--- src/rtl/mem_pkg.sv ---
// rtl/mem_pkg.sv - shared types and constants for the data-memory responder
package mem_pkg;

    localparam int LANES  = 4;
    localparam int ADDR_W = 8;

    typedef enum logic [1:0] {
        IDLE = 2'd0,
        WAIT = 2'd1,
        RESP = 2'd2
    } state_t;

endpackage

--- src/rtl/byte_bank.sv ---
// rtl/byte_bank.sv - one byte lane of data memory
// Purpose: DEPTH x 8 storage, synchronous write, combinational read, single address.
// Ports:
//   clk    clock
//   we     write enable for this lane
//   addr   word index shared by read and write
//   wdata  byte to store
//   rdata  byte currently stored at addr
module byte_bank #(
    parameter int DEPTH = 64,
    parameter int IW    = 6
) (
    input  logic          clk,
    input  logic          we,
    input  logic [IW-1:0] addr,
    input  logic [7:0]    wdata,
    output logic [7:0]    rdata
);

    logic [7:0] mem [DEPTH];

    always_ff @(posedge clk) begin
        if (we) begin
            mem[addr] <= wdata;
        end
    end

    assign rdata = mem[addr];

endmodule

--- src/rtl/dmem_responder.sv ---
// rtl/dmem_responder.sv - load/store responder with programmable wait states
// Purpose: accepts one request at a time, commits enabled byte lanes and
// returns a one-cycle response pulse after WAIT_STATES extra cycles.
// Ports:
//   clk, nrst         clock, synchronous active-low reset
//   req_valid/ready   request handshake (ready only in IDLE)
//   req_addr          byte address, word index is req_addr[7:2]
//   req_wdata         store data, lane k = bits [8k+7:8k]
//   req_wr            byte-lane write enables, 0 = load
//   resp_valid        one-cycle response pulse
//   resp_rdata        merged word after the write (0 on error), held until next response
//   resp_err          misaligned or out-of-range request, held until next response
module dmem_responder
    import mem_pkg::*;
#(
    parameter int DEPTH       = 64,
    parameter int WAIT_STATES = 1
) (
    input  logic              clk,
    input  logic              nrst,
    input  logic              req_valid,
    output logic              req_ready,
    input  logic [ADDR_W-1:0] req_addr,
    input  logic [31:0]       req_wdata,
    input  logic [LANES-1:0]  req_wr,
    output logic              resp_valid,
    output logic [31:0]       resp_rdata,
    output logic              resp_err
);

    localparam int IW = (DEPTH > 1) ? $clog2(DEPTH) : 1;

    state_t state, state_nxt;
    logic [3:0] cnt, cnt_nxt;
    logic       commit;

    logic [ADDR_W-1:0] lat_addr;
    logic [31:0]       lat_wdata;
    logic [LANES-1:0]  lat_wr;

    logic [ADDR_W-1:0] cur_addr;
    logic [31:0]       cur_wdata;
    logic [LANES-1:0]  cur_wr;
    logic              cur_err;
    logic [IW-1:0]     idx;
    logic [31:0]       old_word;
    logic [31:0]       merged;
    logic [LANES-1:0]  lane_we;

    // With no wait states the commit edge is the acceptance edge itself, so
    // the banks must see the live request rather than the latch.
    assign cur_addr  = (state == IDLE) ? req_addr  : lat_addr;
    assign cur_wdata = (state == IDLE) ? req_wdata : lat_wdata;
    assign cur_wr    = (state == IDLE) ? req_wr    : lat_wr;

    assign cur_err = (cur_addr[1:0] != 2'b00) ||
                     ({1'b0, cur_addr[7:2]} >= 7'(DEPTH));
    assign idx     = cur_addr[IW+1:2];

    always_comb begin
        state_nxt  = state;
        cnt_nxt    = cnt;
        req_ready  = 1'b0;
        resp_valid = 1'b0;
        commit     = 1'b0;
        case (state)
            IDLE: begin
                req_ready = nrst;
                if (req_valid && nrst) begin
                    if (WAIT_STATES == 0) begin
                        state_nxt = RESP;
                        commit    = 1'b1;
                    end else begin
                        state_nxt = WAIT;
                        cnt_nxt   = 4'(WAIT_STATES - 1);
                    end
                end
            end
            WAIT: begin
                if (cnt == 4'd0) begin
                    state_nxt = RESP;
                    commit    = 1'b1;
                end else begin
                    cnt_nxt = cnt - 4'd1;
                end
            end
            RESP: begin
                resp_valid = 1'b1;
                state_nxt  = IDLE;
            end
            default: state_nxt = IDLE;
        endcase
    end

    always_ff @(posedge clk) begin
        if (!nrst) begin
            state      <= IDLE;
            cnt        <= 4'd0;
            lat_addr   <= '0;
            lat_wdata  <= '0;
            lat_wr     <= '0;
            resp_rdata <= '0;
            resp_err   <= 1'b0;
        end else begin
            state <= state_nxt;
            cnt   <= cnt_nxt;
            if (req_valid && req_ready) begin
                lat_addr  <= req_addr;
                lat_wdata <= req_wdata;
                lat_wr    <= req_wr;
            end
            if (commit) begin
                resp_err   <= cur_err;
                resp_rdata <= cur_err ? 32'd0 : merged;
            end
        end
    end

    for (genvar k = 0; k < LANES; k++) begin : g_lane
        // Reset on the commit edge wins, so the write is dropped.
        assign lane_we[k] = commit && nrst && !cur_err && cur_wr[k];
        assign merged[8*k +: 8] = cur_wr[k] ? cur_wdata[8*k +: 8] : old_word[8*k +: 8];

        byte_bank #(
            .DEPTH(DEPTH),
            .IW   (IW)
        ) u_bank (
            .clk  (clk),
            .we   (lane_we[k]),
            .addr (idx),
            .wdata(cur_wdata[8*k +: 8]),
            .rdata(old_word[8*k +: 8])
        );
    end

endmodule
--- config.mk ---
export PLATFORM = sky130hd
export DESIGN_NAME = dmem_responder
export DESIGN_NICKNAME = d
export VERILOG_FILES = /design/src/rtl/mem_pkg.sv /design/src/rtl/byte_bank.sv /design/src/rtl/dmem_responder.sv
export SDC_FILE = /design/constraint.sdc
export NUM_CORES = 2
export LEC_CHECK = 0
export CAP_MARGIN = 20
export CORE_ASPECT_RATIO = 0.9
export CORE_MARGIN = 2
export CORE_UTILIZATION = 46
export DETAILED_ROUTE_END_ITERATION = 6
export PLACE_DENSITY_LB_ADDON = 0.12
export SLEW_MARGIN = 25
export SYNTH_ARGS = -nofsm -noshare
export SYNTH_HDL_FRONTEND = slang
export SYNTH_HIERARCHICAL = 1
export SYNTH_SLANG_ARGS = --single-unit
--- constraint.sdc ---
create_clock -name clk -period 3.5 [get_ports clk]
set_clock_uncertainty 0.1 [all_clocks]
set_input_delay 0.7 -clock clk [delete_from_list [all_inputs] [get_ports clk]]
set_output_delay 0.7 -clock clk [all_outputs]
set_load 0.02 [all_outputs]
# Yosys cells after proc, flatten, opt, wreduce, memory -nomap -nowiden
# Memory sizes are Yosys's and may differ from the RTL's.
# Cells that the tools add are included.
dict set report word_totals {
  reg_bits 83
  out_inout_bits 35
  inputBits 47
  word_cells 58
  ramBits 2048
  memories 4
}
# name depth width read_ports rd_ports_with_merged_regs write_ports line
set memory_table {}
lappend memory_table {{g_lane[0].u_bank.mem} 64 8 1 0 1 byte_bank.sv:20} ;# logic [7:0] mem [DEPTH];
lappend memory_table {{g_lane[1].u_bank.mem} 64 8 1 0 1 byte_bank.sv:20}
lappend memory_table {{g_lane[2].u_bank.mem} 64 8 1 0 1 byte_bank.sv:20}
lappend memory_table {{g_lane[3].u_bank.mem} 64 8 1 0 1 byte_bank.sv:20}
dict set report classes {
  eq_ne 5
  n_mux 26
  add_sub_neg 1
  reduce_logical 15
}
# operator count
set ops {}
lappend ops {{32-bit two-way mux} 2}
lappend ops {{8-bit two-way mux} 5}
lappend ops {{1-bit two-way mux} 12}
lappend ops {{4-bit two-way mux} 3}
lappend ops {{1-bit logical AND} 8}
lappend ops {{4-bit case mux with 2 select lines} 1}
lappend ops {{4-bit zero test} 1}
lappend ops {{2-bit two-way mux} 2}
lappend ops {{2-bit inequality test (second input constant)} 2}
lappend ops {{2-bit case mux with 2 select lines} 1}
lappend ops {{2-bit nonzero test} 2}
lappend ops {{4-bit by 1-bit subtractor with 4-bit output (second input constant)} 1}
lappend ops {{3-bit AND reduction} 1}
lappend ops {{2-bit by 1-bit == test with 1-bit output (second input constant)} 1}
lappend ops {{2-bit == test (second input constant)} 1}
lappend ops {{2-bit zero test} 1}
lappend ops {{2-bit by 1-bit inequality test with 1-bit output (second input constant)} 1}
lappend ops {{2-bit AND reduction} 1}
lappend ops {{1-bit zero test} 1}

# Logic depth before layout (Yosys ltp)
dict set report depth {
  word_depth 8
  depth_mapped 19
  mapped_depth_nobuf 12
}

# Modules after synthesis
# Netlist, hierarchy kept.
# module n_inst cells_per_inst area_per_inst_um2 seq_area_each_um2
set modules_own_cells {}
lappend modules_own_cells {byte_bank 4 1163 20289.5 15374.7}
lappend modules_own_cells {dmem_responder 1 622 4515.6 1661.6}

# Worst setup path after synthesis
# No wires, ideal clock.
dict set report synth_path {
  kind {reg-to-reg}
  start {register state[0]}
  end {register resp_rdata[22]}
  path_stages_with_launch 17
  path_buffers 5
  arrival_time_ns 3.537
  setup_ns 0.128
  required_time_ns 3.272
  synth_period_minus_slack_ns 3.764
  path_slack_ns -0.264
  cell_sequence {dfxtp_1 nor2_1 buf_4 clkbuf_1 nand2_1 nand2_1 buf_4 buf_2 buf_2 mux4_2 o21ai_0 o211ai_1 or4_1 mux2i_1 nand2_1 a32oi_1 nor2_1}
}
dict set report synth_via {
  elab_chain_cells 5
  elab_cells_between_ends 10
  cone_classes {1 x eq/ne; 6 x mux; 2 x reduce/logical; 1 x memory}
}
# element line
set synth_lines {}
lappend synth_lines {{from (decl)} dmem_responder.sv:33} ;# state_t state, state_nxt;
lappend synth_lines {{from (signal assigned)} dmem_responder.sv:105} ;# state <= state_nxt;
lappend synth_lines {{2-bit zero test} dmem_responder.sv:52} ;# assign cur_addr = (state == IDLE) ? req_addr : lat_addr;
lappend synth_lines {{8-bit two-way mux} dmem_responder.sv:52}
lappend synth_lines {{net cur_addr[4]} dmem_responder.sv:41} ;# logic [ADDR_W-1:0] cur_addr;
lappend synth_lines {{memory read 64 x 8 bit} n/a}
lappend synth_lines {{net old_word[22]} dmem_responder.sv:46} ;# logic [31:0] old_word;
lappend synth_lines {{8-bit two-way mux} dmem_responder.sv:122} ;# assign merged[8*k +: 8] = cur_wr[k] ? cur_wdata[8*k +: 8] : old_word[8*k +: 8];
lappend synth_lines {{32-bit two-way mux} dmem_responder.sv:114} ;# resp_rdata <= cur_err ? 32'd0 : merged;
lappend synth_lines {{to (signal assigned)} dmem_responder.sv:114}
lappend synth_lines {{to (decl)} dmem_responder.sv:27} ;# output logic [31:0] resp_rdata,
# The timed path passes the listed nets, and every way through them passes these cells.
# A chain may end at the register's enable or synchronous reset.

# Worst setup path in the final report
dict set report layout_path {
  start {register state[1]}
  end {register resp_rdata[2]}
}
# The elaborated chain is that of the path after synthesis.

==> flow_summary.toml <==
[status]
status = "finished, violations left"
violations = "negative setup slack"

[floorplanning]
fp-row-count = 150
fp.dieW_um = 459
core_um2 = 185000
io_pins = 82
design.die.area_um2 = 190000
die_y_um = 413
start_util = 0.462

[detailed_routing]
drc = 0
viasPerCell = 5.91
drtIter0Drc = 6068
wl_met2_um = 121000
wl_met1_um = 108000
drtAntennaViolNets = 0
firstDrtPassIters = 6
top_layer_used = "met4"
avgRoutedWirePerCell_um = 28.2
routed_wl_um = 256000
vias = 53800
met3_length_um = 18300

[final_layout]
syn_to_final_growth_pct = 27.9
final_cell_mix = "edfxtp_1, buf_4, nand2_1, nor2_1, mux2i_1"
fill_cells = 14100
final_common_cell = "edfxtp_1"
finalNetCount = 6541
final_util = 0.591
drive_gt1_frac = 0.332

[placed_design]
portBuffers = 81
dp_hpwl_um = 168000
gp_congestion = 0.904

[critical_path]
r2r-end = "resp_rdata[2]"
ff2ff_setup_slack_ns = -0.42
path_delay_family = "buffers and inverters"
critPathKind = "reg2reg"
cp_max_fo = 7
cp_common_cell = "buf_4"
cp.arrival_ns = 4.51
crit_required_ns = 4.09
cp-end-kind = "flop"
cp-start-kind = "flop"
slowest_delay_ns = 0.36
path_buf_inv = 8
cp_cell_sequence = "or2_4, buf_12, nand2_8, nand2_8, buf_12, buf_12, buf_4, nor2b_4, buf_4, buf_8, a32oi_4, a31oi_4, nor4_4, buf_4, nand4_1, buf_4, mux2i_1, nand2_1, a32oi_1, nor2_1"
slowest_stage = "dfxtp_4"
r2r_start = "state[1]"
r2r_cells = 20

[logic_synthesis]
synth_area_leader_cell = "edfxtp_1"
synth_seq_cells = 2131
syn_area_um2 = 85700
ys_seq_area_frac = 0.737
synthTopCellsByArea = "edfxtp_1, mux4_2, mux2i_1, nand2_1, dfxtp_1"
synth_top_area_frac = 0.718
synth_nets = 5323
synth_warnings = 6
synth_edf_count = 2048
synth_flop_cell = "edfxtp_1"
avgSynthCellArea_um2 = 16.2
synthCells = 5274
synthDistinctLibCells = 69
async_flop_share = 0

[global_route]
track_usage = 0.268
grt_pass1_vias = 53200
grt_max_degree = 65
grt_overflow = 0
antenna_found_initial = 7
grt_pass1_wl_um = 372000

[sta]
worst_pin_slew_ns = 0.882
finalSetupViolCount = 32
period_minus_slack_ns = 3.92
period_share = 1.12
final_hold_viol_count = 0
timing.fmax_mhz = 255
slew_headroom = 0.410
rsz0062_at_grt = "yes"
slew_violations = 0
setup_slack_ns = -0.423

[min_path]
hp-start = "req_addr[0]"
holdPathStages = 3
hold_path.class = "in2reg"
worstHoldEndpoint = "lat_addr[0]"

[clock_tree]
clockBufferDepth = 3
cts.clk_slew.worst_paths_ns = 0.06
cts-root-buf = "clkbuf_16"
cts_tree = "built"
htreeDepth = 4
numCtsBuffers = 213
cts_num_sinks = 2131
insertion_delay_ns = 0.84

[power]
vdd_drop_max_mv = 0.539
p_leak_nw = 37.8
finalPower_mw = 59.9
power_density_nw_per_um2 = 547

[job]
max_cap_violations = 0
sequential cells by signal (all words and copies together), names as in the netlist:
name / flops
resp_err: 1
g_lane.u_bank/mem: 2048
cnt: 4
lat_wdata: 32
lat_addr: 8
state: 2
lat_wr: 4
resp_rdata: 32
worst max-delay path by stage:
stage / endpoint / start / cells past startpoint
finish: resp_rdata[2] / state[1] / 20
CTS: resp_rdata[0] / state[0] / 22
floorplan: resp_rdata[22] / state[1] / 16
global placement: resp_rdata[1] / req_addr[3] / 15
global route: resp_rdata[29] / state[0] / 17
detailed placement: resp_rdata[1] / req_addr[3] / 15
where the power goes:
group | internal (mW) | total (mW) | switching [mW] | leakage [nW]
Combinational | 3.85 | 8.83 | 4.98 | 15.2
Clock | 13.0 | 22.6 | 9.59 | 3.34
Sequential | 28.4 | 28.5 | 0.0623 | 19.2
synth_stat cells (all sizes together), types with 12 or more instances:
cell     number
a221o        44
o22ai        88
nand2       458
nand2b       96
a222oi       12
nor3b        14
o2bb2ai      28
clkbuf      164
inv          15
mux4        164
a21oi       165
mux2i       316
o221ai       36
buf         210
o21ai        45
dfxtp        83
a211oi       25
mux2         48
o31ai        20
nor2        367
o22a         44
a21o         16
nand3        34
a22o         40
a221oi       84
and2         40
nand3b       48
nand4        12
and3         37
edfxtp     2048
a211o        12
nor2b        35
or3b         21
or4          12
a22oi       160
a31oi        60
o32ai        12
and4         24
nor4         12
a32oi        60
metal layers:
layer  GRT usage  up-vias
li1            -    23500
met1       0.378    27700
met2       0.429     2164
met3      0.0409      418
met4      0.0901        0
met5           0        -
kinds of logic (layout without fill, tap and decap cells):
group	after synthesis	after routing	synth area share
other	0	4	0
adder cells (fa/ha/maj)	2	2	0.000292
flip-flops	2131	2131	0.737
multiplexers	528	528	0.0863
AND/OR/NAND/NOR	1247	1248	0.0700
buffers and inverters	389	1782	0.0223
AO/OA/AOI/OAI	977	977	0.0838
tightest hold or removal path, delay by kind of cell:
family | cells | cell delay (ns)
compound gates | 1 | 0.05
buf+inv | 1 | 0.41
simple gates | 1 | 0.06
final cells by class:
type / count / area (um2) / share of cell area
multi-input combinational: 2755 / 23100 / 0.211
clock buffer: 271 / 5770 / 0.0526
clock inverter: 120 / 1100 / 0.0100
tap: 2432 / 3040 / 0.0278
inverter: 15 / 82.6 / 0.000754
antenna: 4 / 10.0 / 0.0000913
timing repair buffer: 1376 / 13300 / 0.122
sequential: 2131 / 63200 / 0.576
stage by stage:
step / cell area (um2) / setup TNS, ns / instances / worst slack, ns / hold WS, ns
global route: 110000 / -10.61 / 9103 / -0.435 / 0.333
detailed placement: 97900 / -204.78 / 8566 / -1.36 / 0.350
CTS: 109000 / -6.48 / 9062 / -0.328 / 0.282
global placement: 97900 / -209.06 / 8566 / -1.42 / 0.345
floorplan: 85700 / 0 / 5274 / 0.0372 / 0.336
finish: 110000 / -7.31 / 9104 / -0.423 / 0.332
timing repair:
item,in CTS,in global routing
gates cloned,19,5
endpoints found under the setup margin,70,55
resized for setup,511,151
hold buffers,0,0
pin swaps,172,98
hold endpoints to repair,0,0
setup buffers,100,44
Power figures use the tool's default switching activity.
